[config.mk]
export PLATFORM = sky130hd
export DESIGN_NAME = afc_controller
export DESIGN_NICKNAME = d
export VERILOG_FILES = /design/src/rtl/afc_pkg.sv /design/src/rtl/afc_freq_counter.sv /design/src/rtl/afc_controller.sv
export SDC_FILE = /design/constraint.sdc
export NUM_CORES = 1
export LEC_CHECK = 0
export ABC_CLOCK_PERIOD_IN_PS = 3300
export CORE_ASPECT_RATIO = 1.25
export CORE_MARGIN = 2
export CORE_UTILIZATION = 60
export CTS_BUF_LIST = sky130_fd_sc_hd__clkbuf_16
export CTS_CLUSTER_DIAMETER = 100
export DETAILED_ROUTE_END_ITERATION = 6
export GPL_TIMING_DRIVEN = 0
export PLACE_DENSITY_LB_ADDON = 0.2
export SYNTH_ARGS = -nofsm -noshare
export SYNTH_HDL_FRONTEND = slang
export SYNTH_SLANG_ARGS = --single-unit
export TNS_END_PERCENT = 20
[constraint.sdc]
create_clock -name clk -period 3.3 [get_ports clk]
set_input_delay 0.66 -clock clk [delete_from_list [all_inputs] [get_ports clk]]
set_output_delay 0.66 -clock clk [all_outputs]
set_load 0.03 [all_outputs]
[src/rtl/afc_pkg.sv]
// Shared types and defaults for the ETROC2 PLL automatic frequency calibration engine.
// Holds the FSM state enum, default widths and a latency helper.
package afc_pkg;

  typedef enum logic [1:0] {
    IDLE,
    SETTLE,
    COUNT,
    DECIDE
  } afc_state_e;

  localparam int AFC_CODE_W = 9;
  localparam int AFC_CNT_W  = 10;
  localparam logic [8:0] AFC_RESET_CODE = 9'h100;

  function automatic int afc_latency(
    input int code_w,
    input int settle,
    input int window
  );
    return code_w * (settle + window + 1);
  endfunction

endpackage

[src/rtl/afc_freq_counter.sv]
// Counting-window timer and saturating feedback-pulse counter.
// Clear zeroes both; enable advances the window and counts pulses.
module afc_freq_counter
  import afc_pkg::*;
#(
  parameter int CNT_W  = AFC_CNT_W,
  parameter int WINDOW = 512
) (
  input  logic             clk,
  input  logic             rst,
  input  logic             clear_i,
  input  logic             enable_i,
  input  logic             pulse_i,
  output logic             window_done_o,
  output logic [CNT_W-1:0] count_o
);

  localparam int TW = (WINDOW > 1) ? $clog2(WINDOW) : 1;

  logic [TW-1:0]    timer_q, timer_d;
  logic [CNT_W-1:0] count_q, count_d;

  always_comb begin
    timer_d = timer_q;
    count_d = count_q;
    if (clear_i) begin
      timer_d = '0;
      count_d = '0;
    end else if (enable_i) begin
      timer_d = timer_q + 1'b1;
      // Saturate rather than wrap so a very fast VCO still reads as fast
      if (pulse_i && (count_q != '1)) begin
        count_d = count_q + 1'b1;
      end
    end
  end

  always_ff @(posedge clk or posedge rst) begin
    if (rst) begin
      timer_q <= '0;
      count_q <= '0;
    end else begin
      timer_q <= timer_d;
      count_q <= count_d;
    end
  end

  assign window_done_o = enable_i && (timer_q == TW'(WINDOW - 1));
  assign count_o       = count_q;

endmodule

[src/rtl/afc_controller.sv]
// SAR search over the VCO capacitor-bank code, one bit per settle/count/decide trial.
// cap_code and afc_busy feed the bit protector, which latches the code as busy falls.
module afc_controller
  import afc_pkg::*;
#(
  parameter int CODE_W     = AFC_CODE_W,
  parameter int CNT_W      = AFC_CNT_W,
  parameter int SETTLE_CYC = 64,
  parameter int WINDOW     = 512,
  parameter logic [CODE_W-1:0] RESET_CODE = CODE_W'(AFC_RESET_CODE)
) (
  input  logic              clk,
  input  logic              rst,
  input  logic              afc_start,
  input  logic              fb_pulse,
  input  logic [CNT_W-1:0]  target_count,
  output logic [CODE_W-1:0] cap_code,
  output logic              afc_busy,
  output logic              afc_done
);

  localparam int IW  = (CODE_W > 1) ? $clog2(CODE_W) : 1;
  localparam int STW = (SETTLE_CYC > 1) ? $clog2(SETTLE_CYC) : 1;

  afc_state_e        state_q, state_d;
  logic [CODE_W-1:0] code_q, code_d;
  logic [IW-1:0]     bit_q, bit_d;
  logic [STW-1:0]    stmr_q, stmr_d;
  logic              busy_q, busy_d;
  logic              done_q, done_d;

  logic [CNT_W-1:0]  count;
  logic              win_done;
  logic              settle_done;
  logic              too_fast;
  logic [CODE_W-1:0] onehot;

  afc_freq_counter #(
    .CNT_W (CNT_W),
    .WINDOW(WINDOW)
  ) u_cnt (
    .clk          (clk),
    .rst          (rst),
    .clear_i      (state_q == SETTLE),
    .enable_i     (state_q == COUNT),
    .pulse_i      (fb_pulse),
    .window_done_o(win_done),
    .count_o      (count)
  );

  assign settle_done = (state_q == SETTLE)
                    && (stmr_q == STW'(SETTLE_CYC - 1));
  assign too_fast    = count > target_count;
  assign onehot      = CODE_W'(1) << bit_q;

  always_ff @(posedge clk or posedge rst) begin
    if (rst) begin
      state_q <= IDLE;
      code_q  <= RESET_CODE;
      bit_q   <= '0;
      stmr_q  <= '0;
      busy_q  <= 1'b0;
      done_q  <= 1'b0;
    end else begin
      state_q <= state_d;
      code_q  <= code_d;
      bit_q   <= bit_d;
      stmr_q  <= stmr_d;
      busy_q  <= busy_d;
      done_q  <= done_d;
    end
  end

  always_comb begin
    state_d = state_q;
    unique case (state_q)
      IDLE:    if (afc_start) state_d = SETTLE;
      SETTLE:  if (settle_done) state_d = COUNT;
      COUNT:   if (win_done) state_d = DECIDE;
      DECIDE:  state_d = (bit_q == '0) ? IDLE : SETTLE;
      default: state_d = IDLE;
    endcase
  end

  always_comb begin
    code_d = code_q;
    bit_d  = bit_q;
    busy_d = busy_q;
    done_d = done_q;
    stmr_d = (state_q == SETTLE) ? stmr_q + 1'b1 : '0;
    unique case (1'b1)
      (state_q == IDLE) && afc_start: begin
        code_d = CODE_W'(1) << (CODE_W - 1);
        bit_d  = IW'(CODE_W - 1);
        busy_d = 1'b1;
        done_d = 1'b0;
      end
      state_q == DECIDE: begin
        // Equality counts as not too fast, so the trial bit drops
        code_d = too_fast ? code_q : (code_q & ~onehot);
        if (bit_q != '0) begin
          code_d = code_d | (onehot >> 1);
          bit_d  = bit_q - 1'b1;
        end else begin
          busy_d = 1'b0;
          done_d = 1'b1;
        end
      end
      default: ;
    endcase
  end

  assign cap_code = code_q;
  assign afc_busy = busy_q;
  assign afc_done = done_q;

endmodule

==> results.toml <==
[clock_network]
cts_resized = 0
numCtsBuffers = 5
path_clk_slew_ns = 0.06
cts.path.max_buffers = 2
cts.sinks = 42
clock-root-buffer = "clkbuf_16"
postCtsHoldBufs = 0
htreeDepth = 2
clk_latency_ns = 0.29
cts_tree = "built"
post_cts_buffers = 0

[placed_design]
dp_hpwl_um = 3480
finalWeightedCongestion = 0.822
dpl_cell_area_um2 = 2750
placed_cells = 340
portBuffers = 24

[drt]
drtAntennaViolNets = 0
vias_per_cell = 5.65
avgRoutedWirePerCell_um = 14.4
first_pass_iters = 4
drtIter0Drc = 106
routed_wl_um = 5010
dr_total_vias = 1966
remaining_drc_errors = 0

[setup_path]
start_kind = "input port"
crit_path_cell_trace = "clkdlybuf4s50_1 > inv_1 > ha_1 > a21oi_1 > o21ai_0 > a2111o_1 > a21boi_1 > o21ai_0"
critical_path.max_stage_delay_ns = 0.45
required_ns = 3.46
crit_family = "compound AO/OA/AOI/OAI gates"
cp_max_fo = 3
cp.arrival_ns = 2.56
critPathBufInv = 2
r2r-start = "u_cnt.count_o[9]"
crit_type = "in2reg"
critical_path.most_common_cell = "o21ai_0"
crit_path_start = "target_count[9]"
cp_slowest_cell = "clkdlybuf4s50_1"
worstSetupEndpointType = "register"

[synthesis]
synthFlopType = "dfrtp_1"
netlist_instances = 262
synth_enable_flop_cells = 0
ys_types = 42
syn_area_per_cell_um2 = 9.32
syn-num-nets = 300
async_flop_share = 1.00
synth_top_area_share = 0.420
ys_seq_area_frac = 0.431
synth_top_area_cell = "dfrtp_1"
yosysWarnings = 0
synth-seq-cells = 42
synth_area_leaders = "dfrtp_1, ha_1, nand2_1"
syn-cell-area_um2 = 2440

[sta]
slew_headroom = 0.435
fin_crit_ns = 2.40
fin_skew_ns = 0.00833
max_freq_mhz = 417
hold_viol = 0
maxSlewViolCount = 0
period_share = 0.726
rsz0062_at_grt = "false"
setup_violations = 0
setup_tns_ns = 0
tightest_slew_ns = 0.846
hold_ws_ns = 0.465

[floorplanning]
die_y_um = 75.3
dieArea_um2 = 4600
rows = 25
die_x_um = 61.1
pin_count = 25
start_util = 0.635
core_area_um2 = 3850

[power_and_ir_drop]
p_per_area_nw_per_um2 = 804
ir_worst_vdd_uv = 444
total_power_mw = 2.33
leakage_nw = 1.36

[global_routing]
grt_pass1_vias = 1969
grt_first_pass_wirelength_um = 8620
track_usage = 0.257
grt_max_degree = 43
gr-total-overflow = 0
antenna_found_initial = 0

[layout]
fin_cells = 348
nets = 331
area_growth_pct = 18.7
num_antenna_cells = 0
drive_gt1_frac = 0.0544
design_area_um2 = 2900
fill_cells = 269

[job]
maxCapViolations = 0

[run_status]
status = "complete, no violations"

[hold_path]
hold_start = "stmr_q[0]"
holdCritPathClass = "reg2reg"
layer usage:
metal | global-route usage | vias up | part of all wire
met3 | 0.0509 | 14 | 0.028
met1 | 0.291 | 945 | 0.41
met2 | 0.441 | 41 | 0.52
li1 | - | 966 | -
met5 | 0 | - | 0
met4 | 0.150 | 0 | 0.036
power by group:
part / internal (mW) / leakage (nW) / switching, mW / total (mW)
Sequential: 0.670 / 0.538 / 0.149 / 0.819
Clock: 0.284 / 0.0704 / 0.211 / 0.495
Combinational: 0.419 / 0.752 / 0.599 / 1.02
cells in the final DEF, fill, tap and decap left out, types with 2 or more instances in the layout:
master / n
dfrtp_1: 41
nand2_1: 30
nor2_1: 25
ha_1: 24
clkdlybuf4s50_1: 24
inv_1: 21
a21oi_1: 16
o21ai_0: 16
xor2_1: 11
nand3_1: 10
nand4_1: 7
and2_1: 6
clkbuf_1: 5
a31oi_1: 5
clkbuf_16: 5
nor2b_1: 4
xnor2_1: 4
o22ai_1: 3
a22oi_1: 3
nand3b_1: 2
or3_1: 2
and4_1: 2
mux2_2: 2
o31ai_1: 2
stage by stage:
stage,utilization,worst slack [ns]
2_1_floorplan,-,1.28
3_3_place_gp,0.715,0.644
3_5_place_dp,0.715,0.607
4_1_cts,0.754,0.912
5_1_grt,0.754,0.738
6_report,0.754,0.904
registers in the layout, indices dropped and copies added, names as in the netlist:
name	count
state_q	2
afc_busy	1
u_cnt.count_o	10
cap_code	9
u_cnt.timer_q	9
stmr_q	6
bit_q	4
afc_done	1
layout make-up:
type                    instances  area, um2  area share
clock inverters                 3       25.0     0.00863
clock buffers                   5        125      0.0431
flip-flops and latches         42       1050       0.363
plain buffers                   7       35.0      0.0121
multi-input cells             191       1270       0.439
well taps                      54       67.6      0.0233
inverters                      22       82.6      0.0285
repair buffers                 24        240      0.0828
final timing paths:
kind,to,slack (ns),depth (start not counted)
min reg2reg,stmr_q[0],0.47,1
max,cap_code[4],0.90,8
min,stmr_q[0],0.47,1
max in group asynchronous,stmr_q[3],1.90,2
min in group asynchronous,cap_code[3],0.87,2
max reg2reg,cap_code[4],1.26,6
logic make-up after synthesis:
| kind of cell | Yosys count | synth area share |
|---|---|---|
| buffers and inverters | 29 | 0.0482 |
| multiplexers | 3 | 0.0133 |
| AND/OR/NAND/NOR | 94 | 0.186 |
| AO/OA/AOI/OAI | 55 | 0.145 |
| flip-flops | 42 | 0.431 |
| adder cells (fa/ha/maj) | 24 | 0.123 |
| XOR/XNOR | 15 | 0.0538 |
Yosys cell counts, drive strengths merged (4+ instances only):
cell / number
dfrtp: 41
nand2: 30
nor2: 25
ha: 24
inv: 22
a21oi: 16
o21ai: 16
xor2: 11
nand3: 10
nand4: 7
and2: 6
a31oi: 5
clkbuf: 5
nor2b: 4
xnor2: 4
(Power assumes the default switching activity.)
